--- config.mk ---
export PLATFORM = sky130hd
export DESIGN_NAME = z80_wb_bridge
export DESIGN_NICKNAME = d
export VERILOG_FILES = /design/src/rtl/z80_wb_bridge_pkg.sv /design/src/rtl/z80_wb_bridge_sync_2ff.sv /design/src/rtl/z80_wb_bridge.sv
export SDC_FILE = /design/constraint.sdc
export NUM_CORES = 1
export LEC_CHECK = 0
export ABC_CLOCK_PERIOD_IN_PS = 4300
export CAP_MARGIN = 20
export CORE_ASPECT_RATIO = 1.4
export CORE_MARGIN = 3
export CORE_UTILIZATION = 49
export CTS_CLUSTER_DIAMETER = 50
export DETAILED_ROUTE_END_ITERATION = 8
export PLACE_DENSITY_LB_ADDON = 0.3
export SLEW_MARGIN = 20
export SYNTH_ARGS = -nofsm -noshare
export SYNTH_HDL_FRONTEND = slang
export SYNTH_HIERARCHICAL = 1
export SYNTH_SLANG_ARGS = --single-unit
--- constraint.sdc ---
create_clock -name i_clk -period 4.3 [get_ports i_clk]
set_input_delay 0.86 -clock i_clk [delete_from_list [all_inputs] [get_ports i_clk]]
set_output_delay 0.86 -clock i_clk [all_outputs]
set_load 0.02 [all_outputs]
--- src/rtl/z80_wb_bridge_pkg.sv ---
// Shared types and constants for the Z80-to-Wishbone bridge.
package z80_wb_bridge_pkg;

  typedef enum logic [1:0] {
    S_IDLE     = 2'd0,
    S_STROBE   = 2'd1,
    S_WAIT_ACK = 2'd2,
    S_DONE     = 2'd3
  } state_t;

  localparam logic [7:0]  READ_ERR_DATA_DEFAULT = 8'hFF;
  localparam int unsigned CTL_WIDTH             = 3;

  // A memory cycle starts on MREQ plus RD or WR; MREQ alone is a refresh.
  function automatic logic cycle_start(input logic mreq_n, input logic rd_n, input logic wr_n);
    return !mreq_n && (!rd_n || !wr_n);
  endfunction

endpackage

--- src/rtl/z80_wb_bridge_sync_2ff.sv ---
// Two-flop synchronizer for asynchronous Z80 control pins.
module z80_wb_bridge_sync_2ff #(
  parameter int unsigned      WIDTH       = 1,
  parameter logic [WIDTH-1:0] RESET_VALUE = '1
) (
  input  logic             clk,
  input  logic             rst_n,
  input  logic [WIDTH-1:0] d,
  output logic [WIDTH-1:0] q
);

  logic [WIDTH-1:0] meta;

  // Metastability stage followed by the stable output stage.
  always_ff @(posedge clk or negedge rst_n) begin
    if (!rst_n) begin
      meta <= RESET_VALUE;
      q    <= RESET_VALUE;
    end else begin
      meta <= d;
      q    <= meta;
    end
  end

endmodule

--- src/rtl/z80_wb_bridge.sv ---
// Converts Z80 memory cycles into single pipelined Wishbone transactions,
// holding the CPU in WAIT until the slave acks or the transaction times out.
module z80_wb_bridge
  import z80_wb_bridge_pkg::*;
#(
  parameter int unsigned               CPU_DATA_WIDTH = 8,
  parameter int unsigned               CPU_ADDR_WIDTH = 16,
  parameter int unsigned               TIMEOUT_CYCLES = 255,
  parameter int unsigned               TIMEOUT_WIDTH  = 8,
  parameter logic [CPU_DATA_WIDTH-1:0] READ_ERR_DATA  = CPU_DATA_WIDTH'(READ_ERR_DATA_DEFAULT)
) (
  input  logic                      i_clk,
  input  logic                      i_reset_n,
  input  logic                      i_z80_mreq_n,
  input  logic                      i_z80_rd_n,
  input  logic                      i_z80_wr_n,
  input  logic [CPU_ADDR_WIDTH-1:0] i_z80_addr,
  input  logic [CPU_DATA_WIDTH-1:0] i_z80_data,
  output logic [CPU_DATA_WIDTH-1:0] o_z80_data,
  output logic                      o_z80_data_oe,
  output logic                      o_z80_wait_n,
  output logic                      o_wb_cyc,
  output logic                      o_wb_stb,
  output logic                      o_wb_we,
  output logic [CPU_ADDR_WIDTH-1:0] o_wb_addr,
  output logic [CPU_DATA_WIDTH-1:0] o_wb_data,
  input  logic                      i_wb_ack,
  input  logic                      i_wb_stall,
  input  logic [CPU_DATA_WIDTH-1:0] i_wb_data,
  output logic                      o_bus_error,
  input  logic                      i_err_clear
);

  localparam logic [TIMEOUT_WIDTH-1:0] CNT_LAST = TIMEOUT_WIDTH'(TIMEOUT_CYCLES - 1);

  logic [CTL_WIDTH-1:0] ctl_sync;
  logic                 mreq_s;
  logic                 rd_s;
  logic                 wr_s;
  logic                 start_c;

  state_t                    state, state_d;
  logic [TIMEOUT_WIDTH-1:0]  cnt, cnt_d;
  logic                      cyc_d, stb_d, we_d, oe_d, wait_n_d, err_d;
  logic [CPU_ADDR_WIDTH-1:0] addr_d;
  logic [CPU_DATA_WIDTH-1:0] wdata_d, rdata_d;
  logic                      timeout_c;
  logic                      finish_c;

  z80_wb_bridge_sync_2ff #(
    .WIDTH       (CTL_WIDTH),
    .RESET_VALUE ('1)
  ) u_sync (
    .clk   (i_clk),
    .rst_n (i_reset_n),
    .d     ({i_z80_mreq_n, i_z80_rd_n, i_z80_wr_n}),
    .q     (ctl_sync)
  );

  assign mreq_s  = ctl_sync[2];
  assign rd_s    = ctl_sync[1];
  assign wr_s    = ctl_sync[0];
  assign start_c = cycle_start(mreq_s, rd_s, wr_s);

  // Next-state and next-output decode; every output is a registered copy.
  always_comb begin
    state_d   = state;
    cnt_d     = cnt;
    cyc_d     = o_wb_cyc;
    stb_d     = o_wb_stb;
    we_d      = o_wb_we;
    addr_d    = o_wb_addr;
    wdata_d   = o_wb_data;
    rdata_d   = o_z80_data;
    oe_d      = o_z80_data_oe;
    wait_n_d  = o_z80_wait_n;
    err_d     = o_bus_error;
    timeout_c = 1'b0;
    finish_c  = 1'b0;

    case (state)
      S_IDLE: begin
        if (start_c) begin
          addr_d   = i_z80_addr;
          we_d     = !wr_s;
          if (!wr_s) wdata_d = i_z80_data;
          wait_n_d = 1'b0;
          cyc_d    = 1'b1;
          stb_d    = 1'b1;
          cnt_d    = '0;
          state_d  = S_STROBE;
        end
      end
      S_STROBE, S_WAIT_ACK: begin
        if (i_wb_ack) begin
          if (!o_wb_we) rdata_d = i_wb_data;
          finish_c = 1'b1;
        end else if (cnt == CNT_LAST) begin
          if (!o_wb_we) rdata_d = READ_ERR_DATA;
          timeout_c = 1'b1;
          finish_c  = 1'b1;
        end else begin
          cnt_d = cnt + TIMEOUT_WIDTH'(1);
          if ((state == S_STROBE) && !i_wb_stall) begin
            stb_d   = 1'b0;
            state_d = S_WAIT_ACK;
          end
        end
      end
      S_DONE: begin
        if (mreq_s) begin
          oe_d    = 1'b0;
          state_d = S_IDLE;
        end
      end
      default: state_d = S_IDLE;
    endcase

    if (finish_c) begin
      cyc_d    = 1'b0;
      stb_d    = 1'b0;
      wait_n_d = 1'b1;
      oe_d     = !o_wb_we;
      state_d  = S_DONE;
    end

    if (timeout_c)        err_d = 1'b1;
    else if (i_err_clear) err_d = 1'b0;
  end

  // State and output registers; reset drops the bus cycle immediately.
  always_ff @(posedge i_clk or negedge i_reset_n) begin
    if (!i_reset_n) begin
      state         <= S_IDLE;
      cnt           <= '0;
      o_wb_cyc      <= 1'b0;
      o_wb_stb      <= 1'b0;
      o_wb_we       <= 1'b0;
      o_wb_addr     <= '0;
      o_wb_data     <= '0;
      o_z80_data    <= '0;
      o_z80_data_oe <= 1'b0;
      o_z80_wait_n  <= 1'b1;
      o_bus_error   <= 1'b0;
    end else begin
      state         <= state_d;
      cnt           <= cnt_d;
      o_wb_cyc      <= cyc_d;
      o_wb_stb      <= stb_d;
      o_wb_we       <= we_d;
      o_wb_addr     <= addr_d;
      o_wb_data     <= wdata_d;
      o_z80_data    <= rdata_d;
      o_z80_data_oe <= oe_d;
      o_z80_wait_n  <= wait_n_d;
      o_bus_error   <= err_d;
    end
  end

endmodule
==> results_tabular.tex, run 1 <==
\begin{tabular}{lr}
\hline
Metric & Value \\
\hline
\multicolumn{2}{l}{\textbf{Floorplanning}} \\
IO Count & 78 \\
Number of rows created at floorplan & 28 \\
Die footprint & 5593 um2 \\
Core Area & 4379 um2 \\
Vertical extent of the die & 87.30 um \\
Overall die width & 64.07 um \\
Initial standard-cell utilization of the core & 52.83\% \\
\multicolumn{2}{l}{\textbf{Global route}} \\
Largest net degree at the start of global routing & 41 \\
Antenna violations before repair & 0 \\
All-layer global routing usage & 19.06\% \\
GR Overflow Total & 0 \\
Via count of the first global-routing pass & 1724 \\
Global-route wire length before repair & 8224 um \\
\multicolumn{2}{l}{\textbf{Synthesis}} \\
Top-count cell post-synth & sky130\_fd\_sc\_hd\_\_dfrtp\_1 \\
Yosys top cell area share & 50.84\% \\
Number of warning messages in the yosys log & 6 \\
List of most frequent post-synthesis cells & sky130\_fd\_sc\_hd\_\_dfrtp\_1, sky130\_fd\_sc\_hd\_\_mux2\_1, sky130\_fd\_sc\_hd\_\_nand2b\_1 \\
Netlist cell types & 33 \\
Syn Area/Cell & 13.37 um2 \\
Cell type with the largest total area after synthesis & sky130\_fd\_sc\_hd\_\_dfrtp\_1 \\
Number of standard cells after synthesis & 173 \\
Register area share after synthesis & 58.79\% \\
Dominant cells by area after synthesis & sky130\_fd\_sc\_hd\_\_dfrtp\_1, sky130\_fd\_sc\_hd\_\_mux2\_1, sky130\_fd\_sc\_hd\_\_dfstp\_2, sky130\_fd\_sc\_hd\_\_mux2\_2, sky130\_fd\_sc\_hd\_\_nand2b\_1 \\
Cell area after technology mapping & 2313 um2 \\
Synthesized net count & 218 \\
Proportion of register bits with asynchronous set or reset after synthesis & 100.0\% \\
Commonest register cell after synthesis & sky130\_fd\_sc\_hd\_\_dfrtp\_1 \\
Number of enable flip-flop cells after synthesis & 0 \\
\#FFs+latches synth & 54 \\
\multicolumn{2}{l}{\textbf{CTS}} \\
TritonCTS clock tree & built \\
Number of gates given a new drive strength after cts & 0 \\
Clock root cell & sky130\_fd\_sc\_hd\_\_clkbuf\_8 \\
Clock tree buffer depth & 2 \\
Clock-pin slew reported for the worst setup and hold paths after clock tree synthesis & 90 ps \\
Sink Count & 54 \\
Number of hold-repair buffers added at the cts stage & 0 \\
Clock Latency Late Sink & 310 ps \\
H-tree levels & 2 \\
Number of CTS-inserted buffers & 5 \\
Setup Fix Bufs, Post-CTS & 0 \\
\multicolumn{2}{l}{\textbf{Timing}} \\
Final hold violation count & 0 \\
Final Max Tran Viols & 0 \\
Shortest clock period the worst path allows after layout & 2403 ps \\
Period Utilization, post-route & 55.88\% \\
Slew margin rel. & 41.69\% \\
Setup TNS & 0 ps \\
Final setup violation count & 0 \\
Max Clk Rate & 416.2 MHz \\
RSZ-0062 raised after global routing & no \\
Worst-case clock skew & 6.741 ps \\
Transition time of the tightest slew-check pin & 874.7 ps \\
\multicolumn{2}{l}{\textbf{Cells and area}} \\
Final design instance area without fill & 3284 um2 \\
Total Nets Final & 299 \\
Filler cell count in the final layout & 298 \\
Signed area change from the synthesized netlist to the final layout & 41.97\% \\
Count of inserted antenna diode cells & 0 \\
Fraction of final layout cells with drive strength greater than 1 & 13.33\% \\
\multicolumn{2}{l}{\textbf{Min path}} \\
Tightest Hold Check Type & flip-flop to flip-flop \\
Capture endpoint of the worst hold path & u\_sync/q[2] \\
Hold Path Origin & u\_sync/meta[2] \\
Instance count along the most critical hold path & 0 \\
\multicolumn{2}{l}{\textbf{Setup path}} \\
Startpoint Class & input port \\
Setup Crit Path Kind & input port to flip-flop \\
R2R depth & 7 \\
Setup slack of the most critical reg-to-reg path & 2070 ps \\
Crit Path Max Fanout & 13 \\
Kind of end point of the critical path & flip-flop \\
Required time of the critical path & 4490 ps \\
Crit path arrival time & 2600 ps \\
R2r startpoint & state[1] \\
Reg-to-reg endpoint & cnt[6] \\
\multicolumn{2}{l}{\textbf{Pwr}} \\
Peak ir drop on the vdd network & 0.3797 mV \\
Leakage component of the power & 1.401 nW \\
Power per cell area & 713.1 nW/um2 \\
\multicolumn{2}{l}{\textbf{Drt}} \\
Detailed-routing wirelength on met1 & 1920 um \\
Top routing layer in use & met4 \\
Routed length on met2 & 2608 um \\
Final ANT Viol Nets & 0 \\
1st-pass router iterations & 4 \\
Detailed Route Iter0 Violations & 36 \\
Via count of the routed design & 1605 \\
Residual DRC count & 0 \\
Total routed wirelength & 4851 um \\
Met3 wire length & 249 um \\
Avg Vias per Cell & 5.095 \\
Average wire length per cell after detail routing & 15.40 um \\
\multicolumn{2}{l}{\textbf{Place}} \\
Total of buffers placed on input and output ports & 77 \\
Dpl cell area & 3142 um2 \\
Final RePlAce weighted congestion & 0.7798 \\
Dpl hpwl & 3614 um \\
\multicolumn{2}{l}{\textbf{Status}} \\
Run status & completed \\
\multicolumn{2}{l}{\textbf{Flow run}} \\
Number of maximum-capacitance violations & 0 \\
\hline
\end{tabular}
[through the flow]
| step | util (%) | hold WS (ps) | total power, mW | cells | setup WS, ps |
|---|---|---|---|---|---|
| after floorplan | - | 345.2 | 1.461 | 173 | 2396 |
| after global placement | 71.74 | 345.8 | 1.913 | 307 | 1659 |
| after detailed placement | 71.74 | 347.2 | 1.951 | 307 | 1623 |
| after CTS | 75.00 | 360.7 | 2.365 | 315 | 1926 |
| after global routing | 75.00 | 362.5 | 2.481 | 315 | 1761 |
| final | 75.00 | 360.1 | 2.342 | 315 | 1897 |
[layout by cell type, fill, tap and decap left out, types with 3 or more instances in the layout]
cell type,count
sky130_fd_sc_hd__a21o_1,5
sky130_fd_sc_hd__a21oi_1,3
sky130_fd_sc_hd__clkbuf_8,6
sky130_fd_sc_hd__clkdlybuf4s50_1,76
sky130_fd_sc_hd__dfrtp_1,47
sky130_fd_sc_hd__dfstp_2,7
sky130_fd_sc_hd__ha_1,5
sky130_fd_sc_hd__inv_1,6
sky130_fd_sc_hd__mux2_1,24
sky130_fd_sc_hd__mux2_2,8
sky130_fd_sc_hd__nand2_1,11
sky130_fd_sc_hd__nand2b_1,12
sky130_fd_sc_hd__nand3_1,4
sky130_fd_sc_hd__nand4_1,3
sky130_fd_sc_hd__nor2_1,8
sky130_fd_sc_hd__xor2_1,6
[area by class of cell]
type | count | area (um2) | share of cell area [%]
Sequential cell | 54 | 1360 | 41.41
Clock buffer | 6 | 82.58 | 2.514
Inverter | 6 | 22.52 | 0.6857
Tap cell | 60 | 75.07 | 2.286
Multi-Input combinational cell | 109 | 910.9 | 27.73
Timing Repair Buffer | 78 | 773.2 | 23.54
Clock inverter | 2 | 60.06 | 1.829
[worst max-delay path by stage]
stage                     cells after the start  slack, ps       end      from
after floorplan                               5       2400  state[1]  i_wb_ack
after global placement                        5       1660    cnt[5]  i_wb_ack
after detailed placement                      6       1620  state[1]  i_wb_ack
after CTS                                     5       1930    cnt[6]  i_wb_ack
after global routing                          5       1760    cnt[6]  i_wb_ack
final                                         6       1900  state[1]  i_wb_ack
[routing by layer]
layer	vias to the layer above	GRT usage, %
met2	55	34.15
met4	0	6.680
met5	-	0
li1	760	-
met1	782	21.77
met3	8	4.910
[flip-flops by register name, summed over array words and instances, names as in the netlist, 2 cells and up]
register	flops
state	2
o_z80_data	8
cnt	8
u_sync/q	3
o_wb_data	8
u_sync/meta	3
o_wb_addr	16
[worst max-delay path: stages]
cell	delay [ps]
sky130_fd_sc_hd__clkdlybuf4s50_1	680
sky130_fd_sc_hd__nand2b_1	310
sky130_fd_sc_hd__o32ai_1	150
sky130_fd_sc_hd__nand2_1	150
sky130_fd_sc_hd__o221ai_2	110
sky130_fd_sc_hd__mux2_4	320
[cell families after synthesis]
family | after synthesis | synth area share, %
xor gates and xnor gates | 6 | 2.271
AOI/OAI and AO/OA | 18 | 6.490
buffers and inverters | 10 | 1.838
and+or+nand+nor | 47 | 11.68
muxes | 33 | 16.22
adders and majority gates | 5 | 2.704
DFF | 54 | 58.79
[power by group]
group / leakage [nW] / total [mW] / switching (mW) / internal [mW]
logic: 0.693 / 1.11 / 0.560 / 0.547
clock network: 0.0714 / 0.411 / 0.163 / 0.248
registers: 0.636 / 0.824 / 0.115 / 0.709
No activity file was read; power rests on OpenSTA's default activity.
==> run 2: changes to the inputs <==
--- a/config.mk
+++ b/config.mk
@@ -5,11 +5,11 @@
 export SDC_FILE = /design/constraint.sdc
 export NUM_CORES = 1
 export LEC_CHECK = 0
-export ABC_CLOCK_PERIOD_IN_PS = 4300
+export ABC_CLOCK_PERIOD_IN_PS = 2200
 export CAP_MARGIN = 20
 export CORE_ASPECT_RATIO = 1.4
 export CORE_MARGIN = 3
-export CORE_UTILIZATION = 49
+export CORE_UTILIZATION = 41
 export CTS_CLUSTER_DIAMETER = 50
 export DETAILED_ROUTE_END_ITERATION = 8
 export PLACE_DENSITY_LB_ADDON = 0.3
==> constraint.sdc (replaced) <==
create_clock -name i_clk -period 2.2 [get_ports i_clk]
set_input_delay 0.44 -clock i_clk [delete_from_list [all_inputs] [get_ports i_clk]]
set_output_delay 0.44 -clock i_clk [all_outputs]
set_load 0.02 [all_outputs]
==> results_tabular.tex, run 2 (synthesized netlist as in run 1, its figures left out) <==
\begin{tabular}{lr}
\hline
Metric & Value \\
\hline
\multicolumn{2}{l}{\textbf{Status}} \\
Run status & completed (unchanged) \\
\multicolumn{2}{l}{\textbf{Drt}} \\
Average wire length per cell after detail routing & 14.90 um (was 15.40 um) \\
Via count of the routed design & 1602 (was 1605) \\
Top routing layer in use & met4 (unchanged) \\
Residual DRC count & 0 (unchanged) \\
1st-pass router iterations & 4 (unchanged) \\
Detailed-routing wirelength on met1 & 1941 um (was 1920 um) \\
Met3 wire length & 360 um (was 249 um) \\
Routed length on met2 & 2475 um (was 2608 um) \\
Final ANT Viol Nets & 0 (unchanged) \\
Total routed wirelength & 4841 um (was 4851 um) \\
Detailed Route Iter0 Violations & 59 (was 36) \\
Avg Vias per Cell & 4.929 (was 5.095) \\
\multicolumn{2}{l}{\textbf{Pwr}} \\
Leakage component of the power & 1.411 nW (was 1.401 nW) \\
Peak ir drop on the vdd network & 0.7014 mV (was 0.3797 mV) \\
Cell-internal power & 2.821 mW (was 1.505 mW) \\
Logic pwr share & 49.8\% (was 47.3\%) \\
Sequential power share & 36.2\% (was 35.2\%) \\
Sw frac & 36.51\% (was 35.76\%) \\
Switching power & 1.622 mW (was 837.6 uW) \\
Clock share of power & 14.0\% (was 17.6\%) \\
Power per cell area & 1346 nW/um2 (was 713.1 nW/um2) \\
\multicolumn{2}{l}{\textbf{Timing}} \\
Final setup violation count & 0 (unchanged) \\
Final hold violation count & 0 (unchanged) \\
Transition time of the tightest slew-check pin & 514.5 ps (was 874.7 ps) \\
Max Clk Rate & 520.5 MHz \\
RSZ-0062 raised after global routing & no (unchanged) \\
Setup slack of the critical path after layout & 278.7 ps (was 1897 ps) \\
Setup TNS & 0 ps (unchanged) \\
Period Utilization, post-route & 87.33\% \\
Slew margin rel. & 65.66\% (was 41.69\%) \\
Final Max Tran Viols & 0 (unchanged) \\
Worst-case clock skew & 5.749 ps (was 6.741 ps) \\
Shortest clock period the worst path allows after layout & 1921 ps \\
\multicolumn{2}{l}{\textbf{Cells and area}} \\
Fraction of final layout cells with drive strength greater than 1 & 14.67\% (was 13.33\%) \\
Signed area change from the synthesized netlist to the final layout & 42.73\% (was 41.97\%) \\
Number of flip-flops in the largest register & 16 (unchanged) \\
Most common cell after layout, fill and taps aside & sky130\_fd\_sc\_hd\_\_clkdlybuf4s50\_1 (unchanged) \\
Register containing the most flip-flops in the final layout & o\_wb\_addr (unchanged) \\
Count of inserted antenna diode cells & 0 (unchanged) \\
Most frequent cells in the layout & sky130\_fd\_sc\_hd\_\_clkdlybuf4s50\_1, sky130\_fd\_sc\_hd\_\_dfrtp\_1, sky130\_fd\_sc\_hd\_\_mux2\_1, sky130\_fd\_sc\_hd\_\_nand2b\_1, sky130\_fd\_sc\_hd\_\_nand2\_1 (unchanged) \\
Area used by multi-input combinational logic & 910.9 um2 (unchanged) \\
Total Nets Final & 303 (was 299) \\
Register Area & 1360 um2 (unchanged) \\
Number of standard cells in the layout, taps in and fillers out & 325 (was 315) \\
Final design instance area without fill & 3302 um2 (was 3284 um2) \\
Filler cell count in the final layout & 438 (was 298) \\
\multicolumn{2}{l}{\textbf{Setup path}} \\
Crit. Startpoint & state[1] (was i\_wb\_ack) \\
Setup Crit Path Kind & flip-flop to flip-flop (was input port to flip-flop) \\
Crit path arrival time & 2100 ps (was 2600 ps) \\
Startpoint Class & flip-flop (was input port) \\
Crit Path Max Fanout & 7 (was 13) \\
Kind of end point of the critical path & flip-flop (unchanged) \\
Setup slack of the most critical reg-to-reg path & 280 ps (was 2070 ps) \\
Top delay family on crit path & compound AO/OA/AOI/OAI gates (was buffers and inverters) \\
Cell-by-cell trace of the critical path & inv\_1 -> ha\_1 -> and4\_1 -> a221oi\_2 -> nand4\_1 -> xor2\_1 -> nor2\_1 (was clkdlybuf4s50\_1 -> nand2b\_1 -> o32ai\_1 -> nand2\_1 -> o221ai\_2 -> mux2\_4) \\
Count of buffer and inverter cells on the critical path & 1 (unchanged) \\
R2r startpoint & state[1] (unchanged) \\
Critical-path cell with the highest stage delay & sky130\_fd\_sc\_hd\_\_a221oi\_2 (was sky130\_fd\_sc\_hd\_\_clkdlybuf4s50\_1) \\
Delay of the slowest cell on the worst path & 440 ps (was 680 ps) \\
Required time of the critical path & 2380 ps (was 4490 ps) \\
\multicolumn{2}{l}{\textbf{Place}} \\
Cell count after placement & 317 (was 307) \\
Worst slack after detailed placement & 146.8 ps (was 1623 ps) \\
Dpl cell area & 3192 um2 (was 3142 um2) \\
Dpl hpwl & 3664 um (was 3614 um) \\
Total of buffers placed on input and output ports & 77 (unchanged) \\
Final RePlAce weighted congestion & 0.8101 (was 0.7798) \\
\multicolumn{2}{l}{\textbf{CTS}} \\
Number of gates given a new drive strength after cts & 0 (unchanged) \\
Clock-pin slew reported for the worst setup and hold paths after clock tree synthesis & 90 ps (about the same) \\
H-tree levels & 2 (unchanged) \\
Sink Count & 54 (unchanged) \\
Number of CTS-inserted buffers & 5 (unchanged) \\
Clock tree buffer depth & 2 (unchanged) \\
Clock root cell & sky130\_fd\_sc\_hd\_\_clkbuf\_8 (unchanged) \\
Setup Fix Bufs, Post-CTS & 0 (unchanged) \\
Number of hold-repair buffers added at the cts stage & 0 (unchanged) \\
TritonCTS clock tree & built (unchanged) \\
Clock Latency Late Sink & 300 ps (was 310 ps) \\
\multicolumn{2}{l}{\textbf{Floorplanning}} \\
Core Area & 5314 um2 (was 4379 um2) \\
Overall die width & 69.49 um (was 64.07 um) \\
IO Count & 78 (unchanged) \\
Die footprint & 6593 um2 (was 5593 um2) \\
Number of rows created at floorplan & 31 (was 28) \\
Vertical extent of the die & 94.88 um (was 87.30 um) \\
Initial standard-cell utilization of the core & 43.54\% (was 52.83\%) \\
\multicolumn{2}{l}{\textbf{Min path}} \\
Tightest Hold Check Type & input port to asynchronous set/reset pin (was flip-flop to flip-flop) \\
\multicolumn{2}{l}{\textbf{Global route}} \\
All-layer global routing usage & 16.17\% (was 19.06\%) \\
Antenna violations before repair & 0 (unchanged) \\
GR Overflow Total & 0 (unchanged) \\
Via count of the first global-routing pass & 1742 (was 1724) \\
Global-route wire length before repair & 8418 um (was 8224 um) \\
Largest net degree at the start of global routing & 55 (was 41) \\
\multicolumn{2}{l}{\textbf{Flow run}} \\
Number of maximum-capacitance violations & 0 (unchanged) \\
\hline
\end{tabular}
==> run 2: changes by cell type in the layout (fill, tap and decap cells not counted) <==
cell,change
sky130_fd_sc_hd__bufinv_16,-2
sky130_fd_sc_hd__clkbuf_8,+2
sky130_fd_sc_hd__buf_4,+3
sky130_fd_sc_hd__buf_12,+1
==> run 2: worst paths after layout <==
kind                       cells past startpoint           end
max in group asynchronous                      2   u_sync/q[1]
min in group i_clk                             0   u_sync/q[0]
max reg2reg                                    7        cnt[6]
max                                            7        cnt[6]
min                                            2  o_wb_addr[0]
min reg2reg                                    0   u_sync/q[0]
==> run 2: metrics by stage <==
step | total power, mW | utilization (%) | hold WS (ps)
finish | 4.443 | 62.14 | 118.8
global route | 4.744 | 62.14 | 126.9
CTS | 4.507 | 62.14 | 127.2
detailed placement | 3.871 | 60.07 | 350.0
global placement | 3.817 | 60.07 | 345.8
floorplan | 2.856 | - | 144.4
==> run 2: layout make-up <==
class / count / area share [%]
flip-flops and latches: 54 / 41.19
multi-input cells: 109 / 27.59
inverters: 6 / 0.6821
clock buffers: 8 / 3.335
repair buffers: 82 / 24.71
well taps: 66 / 2.501
==> run 2: metal layers <==
layer,GRT usage [%],up-vias
met5,0,-
met4,4.723,0
met3,5.431,7
met2,29.30,57
met1,18.00,770
li1,-,768
==> run 2: power by group through the flow <==
stage	Clock [mW]	Sequential (mW)	Combinational, mW
floorplan	0	2.01	0.844
global placement	0	1.60	2.21
detailed placement	0	1.63	2.24
CTS	0.643	1.61	2.25
global route	0.685	1.66	2.40
finish	0.622	1.61	2.21
==> patch (config.mk and constraints of run 2) <==
Reset style: synchronous (`i_reset_n` and `rst_n`), changed in 2 clocked blocks. Comments in the files are not updated.
--- a/src/rtl/z80_wb_bridge_sync_2ff.sv
+++ b/src/rtl/z80_wb_bridge_sync_2ff.sv
@@ -12,7 +12,7 @@
   logic [WIDTH-1:0] meta;
 
   // Metastability stage followed by the stable output stage.
-  always_ff @(posedge clk or negedge rst_n) begin
+  always_ff @(posedge clk) begin
     if (!rst_n) begin
       meta <= RESET_VALUE;
       q    <= RESET_VALUE;
--- a/src/rtl/z80_wb_bridge.sv
+++ b/src/rtl/z80_wb_bridge.sv
@@ -129,7 +129,7 @@
   end
 
   // State and output registers; reset drops the bus cycle immediately.
-  always_ff @(posedge i_clk or negedge i_reset_n) begin
+  always_ff @(posedge i_clk) begin
     if (!i_reset_n) begin
       state         <= S_IDLE;
       cnt           <= '0;
Behaviour: differs if i_reset_n is asserted again (counterexample within 4 cycles, from zero or initial values and one cycle with i_reset_n low); with i_reset_n held inactive, the same outputs for 10 cycles.
==> patch against run 2 <==
  * Design area down 2.7%
  * Area after synthesis down 2.5%
  * Setup slack worse by 0.095 ns
  * Sequential cell count unchanged
  * Die area down 2.4%
  * Largest cell class is now multi-input combinational cells
  * Sequential share of layout area down 7.6 points
  * Wire length up 9.1%
Power is not compared: it rests on default switching activity, and its combinational part moved more than twofold at a synthesized area within 25%.
==> patch: results (changes against run 2) <==
Min path:
- The tightest min-delay check is of the register to register type.

Detailed routing:
- The routed length per instance is 13.27 µm (-11%).
- The count of routing violations after the opening detailed-route iteration was 115 (+95%).
- The via count normalized by instance count is 4.995 (+1.3%).

Yosys:
- The post-synthesis cell type count is 36 (+9.1%).
- Ranked by instance count, the synthesized netlist is headed by dfxtp_1, nand2_1, a21boi_0, o21ai_0, clkbuf_1.
- Ranked by total cell area, the synthesized netlist is headed by dfxtp_1, a21boi_0, nand2_1.
- The net count of the mapped netlist was 299 (+37%).

Worst setup path:
- The startpoint identified for the worst register-to-register timing path is state[0].
- The reg-to-reg setup timing slack is 0.18 ns (-0.10 ns).
- The highest net fanout along the worst path is 15 (+8).
- The arrival time at the worst endpoint is 2.21 ns (+0.11 ns).
- In this run the critical register-to-register path is captured at cnt[5].

Global route:
- The global routing usage summed across all routing layers was 16.74% (+0.57 points).
- The wire length of the first global-routing pass is 8273 µm (-1.7%).
- The pin count of the biggest net entering global routing is 33 (-40%).

Finish:
- The fraction of final layout cells sized beyond drive strength 1 is 6.928% (-7.7 points).
- The number of fill cells in the layout is 492 (+12%).
- The largest register by flop count is o_wb_addr.

Status:
- The run finished with clean final reports.

Clock tree:
- The post-cts repair resize count is 0 (unchanged).
- The clock root buffer is clkbuf_8.
- The clock-pin slew on the worst setup and hold paths is 0.09 ns (about the same).

Place:
- The HPWL reported at the end of detailed placement is 3885 µm (+6.0%).
- The global placer's final weighted congestion is 0.8841 (+9.1%).

Timing:
- The maximum clock skew at final layout was 0.005254 ns (-0.0004954 ns).
-- patch: cell count changes in the layout (fill, tap and decap cells not counted), sizes merged, moves of 8 or more --
cell and delta:
nand2 +38, dfrtp -47, dfxtp +54, mux2 -33
o21ai +23, o211ai +8, a21boi +27
-- patch: stage by stage --
step | total power, mW | worst slack (ns) | instance area [µm²] | hold WS, ns | instances
finish | 1.784 | 0.1837 | 3214 | 0.4187 | 398
global route | 1.872 | 0.1111 | 3214 | 0.4479 | 398
detailed placement | 1.253 | 0.1911 | 3119 | 0.4003 | 390
floorplan | 1.126 | 0.3307 | 2255 | 0.3863 | 254
global placement | 1.250 | 0.2162 | 3119 | 0.3917 | 390
CTS | 1.819 | 0.1751 | 3214 | 0.4247 | 398
-- patch: area by class of cell --
| cell class | count | area, µm² | area share (%) |
|---|---|---|---|
| inverter | 7 | 26.28 | 0.8174 |
| clock buffer | 6 | 82.58 | 2.569 |
| clock inverter | 2 | 12.51 | 0.3893 |
| sequential | 54 | 1081 | 33.63 |
| tap | 66 | 82.58 | 2.569 |
| timing repair buffer | 86 | 845.8 | 26.31 |
| multi-input combinational | 177 | 1084 | 33.71 |
-- patch: cell families after synthesis --
| kind of cell | after synthesis | synth area share (%) |
|---|---|---|
| simple gates | 87 | 18.87 |
| mux | 4 | 1.776 |
| buf+inv | 23 | 3.996 |
| compound gates | 81 | 24.64 |
| flops | 54 | 47.95 |
| fa+ha+maj | 5 | 2.775 |
-- patch: critical path: stages, from the launching register on --
cell     delay [ns]
dfxtp_1        0.37
inv_1          0.07
ha_1           0.34
and4_4         0.21
a22o_4         0.28
or4_4          0.52
mux2i_1        0.13
-- patch: power groups by stage --
| stage | Combinational [mW] | Clock [mW] | Sequential (mW) |
|---|---|---|---|
| floorplan | 0.0791 | 0 | 1.05 |
| global placement | 0.218 | 0 | 1.03 |
| detailed placement | 0.221 | 0 | 1.03 |
| CTS | 0.222 | 0.587 | 1.01 |
| global route | 0.239 | 0.621 | 1.01 |
| finish | 0.220 | 0.554 | 1.01 |
-- patch: worst max-delay path by stage --
stage / start / end / depth (start not counted)
finish: state[0] / cnt[5] / 6
global route: state[0] / cnt[3] / 8
CTS: state[0] / cnt[5] / 6
detailed placement: state[0] / cnt[5] / 6
global placement: i_wb_ack / cnt[5] / 4
floorplan: state[0] / cnt[5] / 6
-- patch: routing by layer --
layer  global-route usage, %  routed length [µm]  vias to the layer above
li1                        -                   -                     1037
met1                   19.84                2213                      888
met2                   27.57                2617                       55
met3                   3.832                 361                        8
met4                   8.126                  91                        0
met5                       0                   0                        -
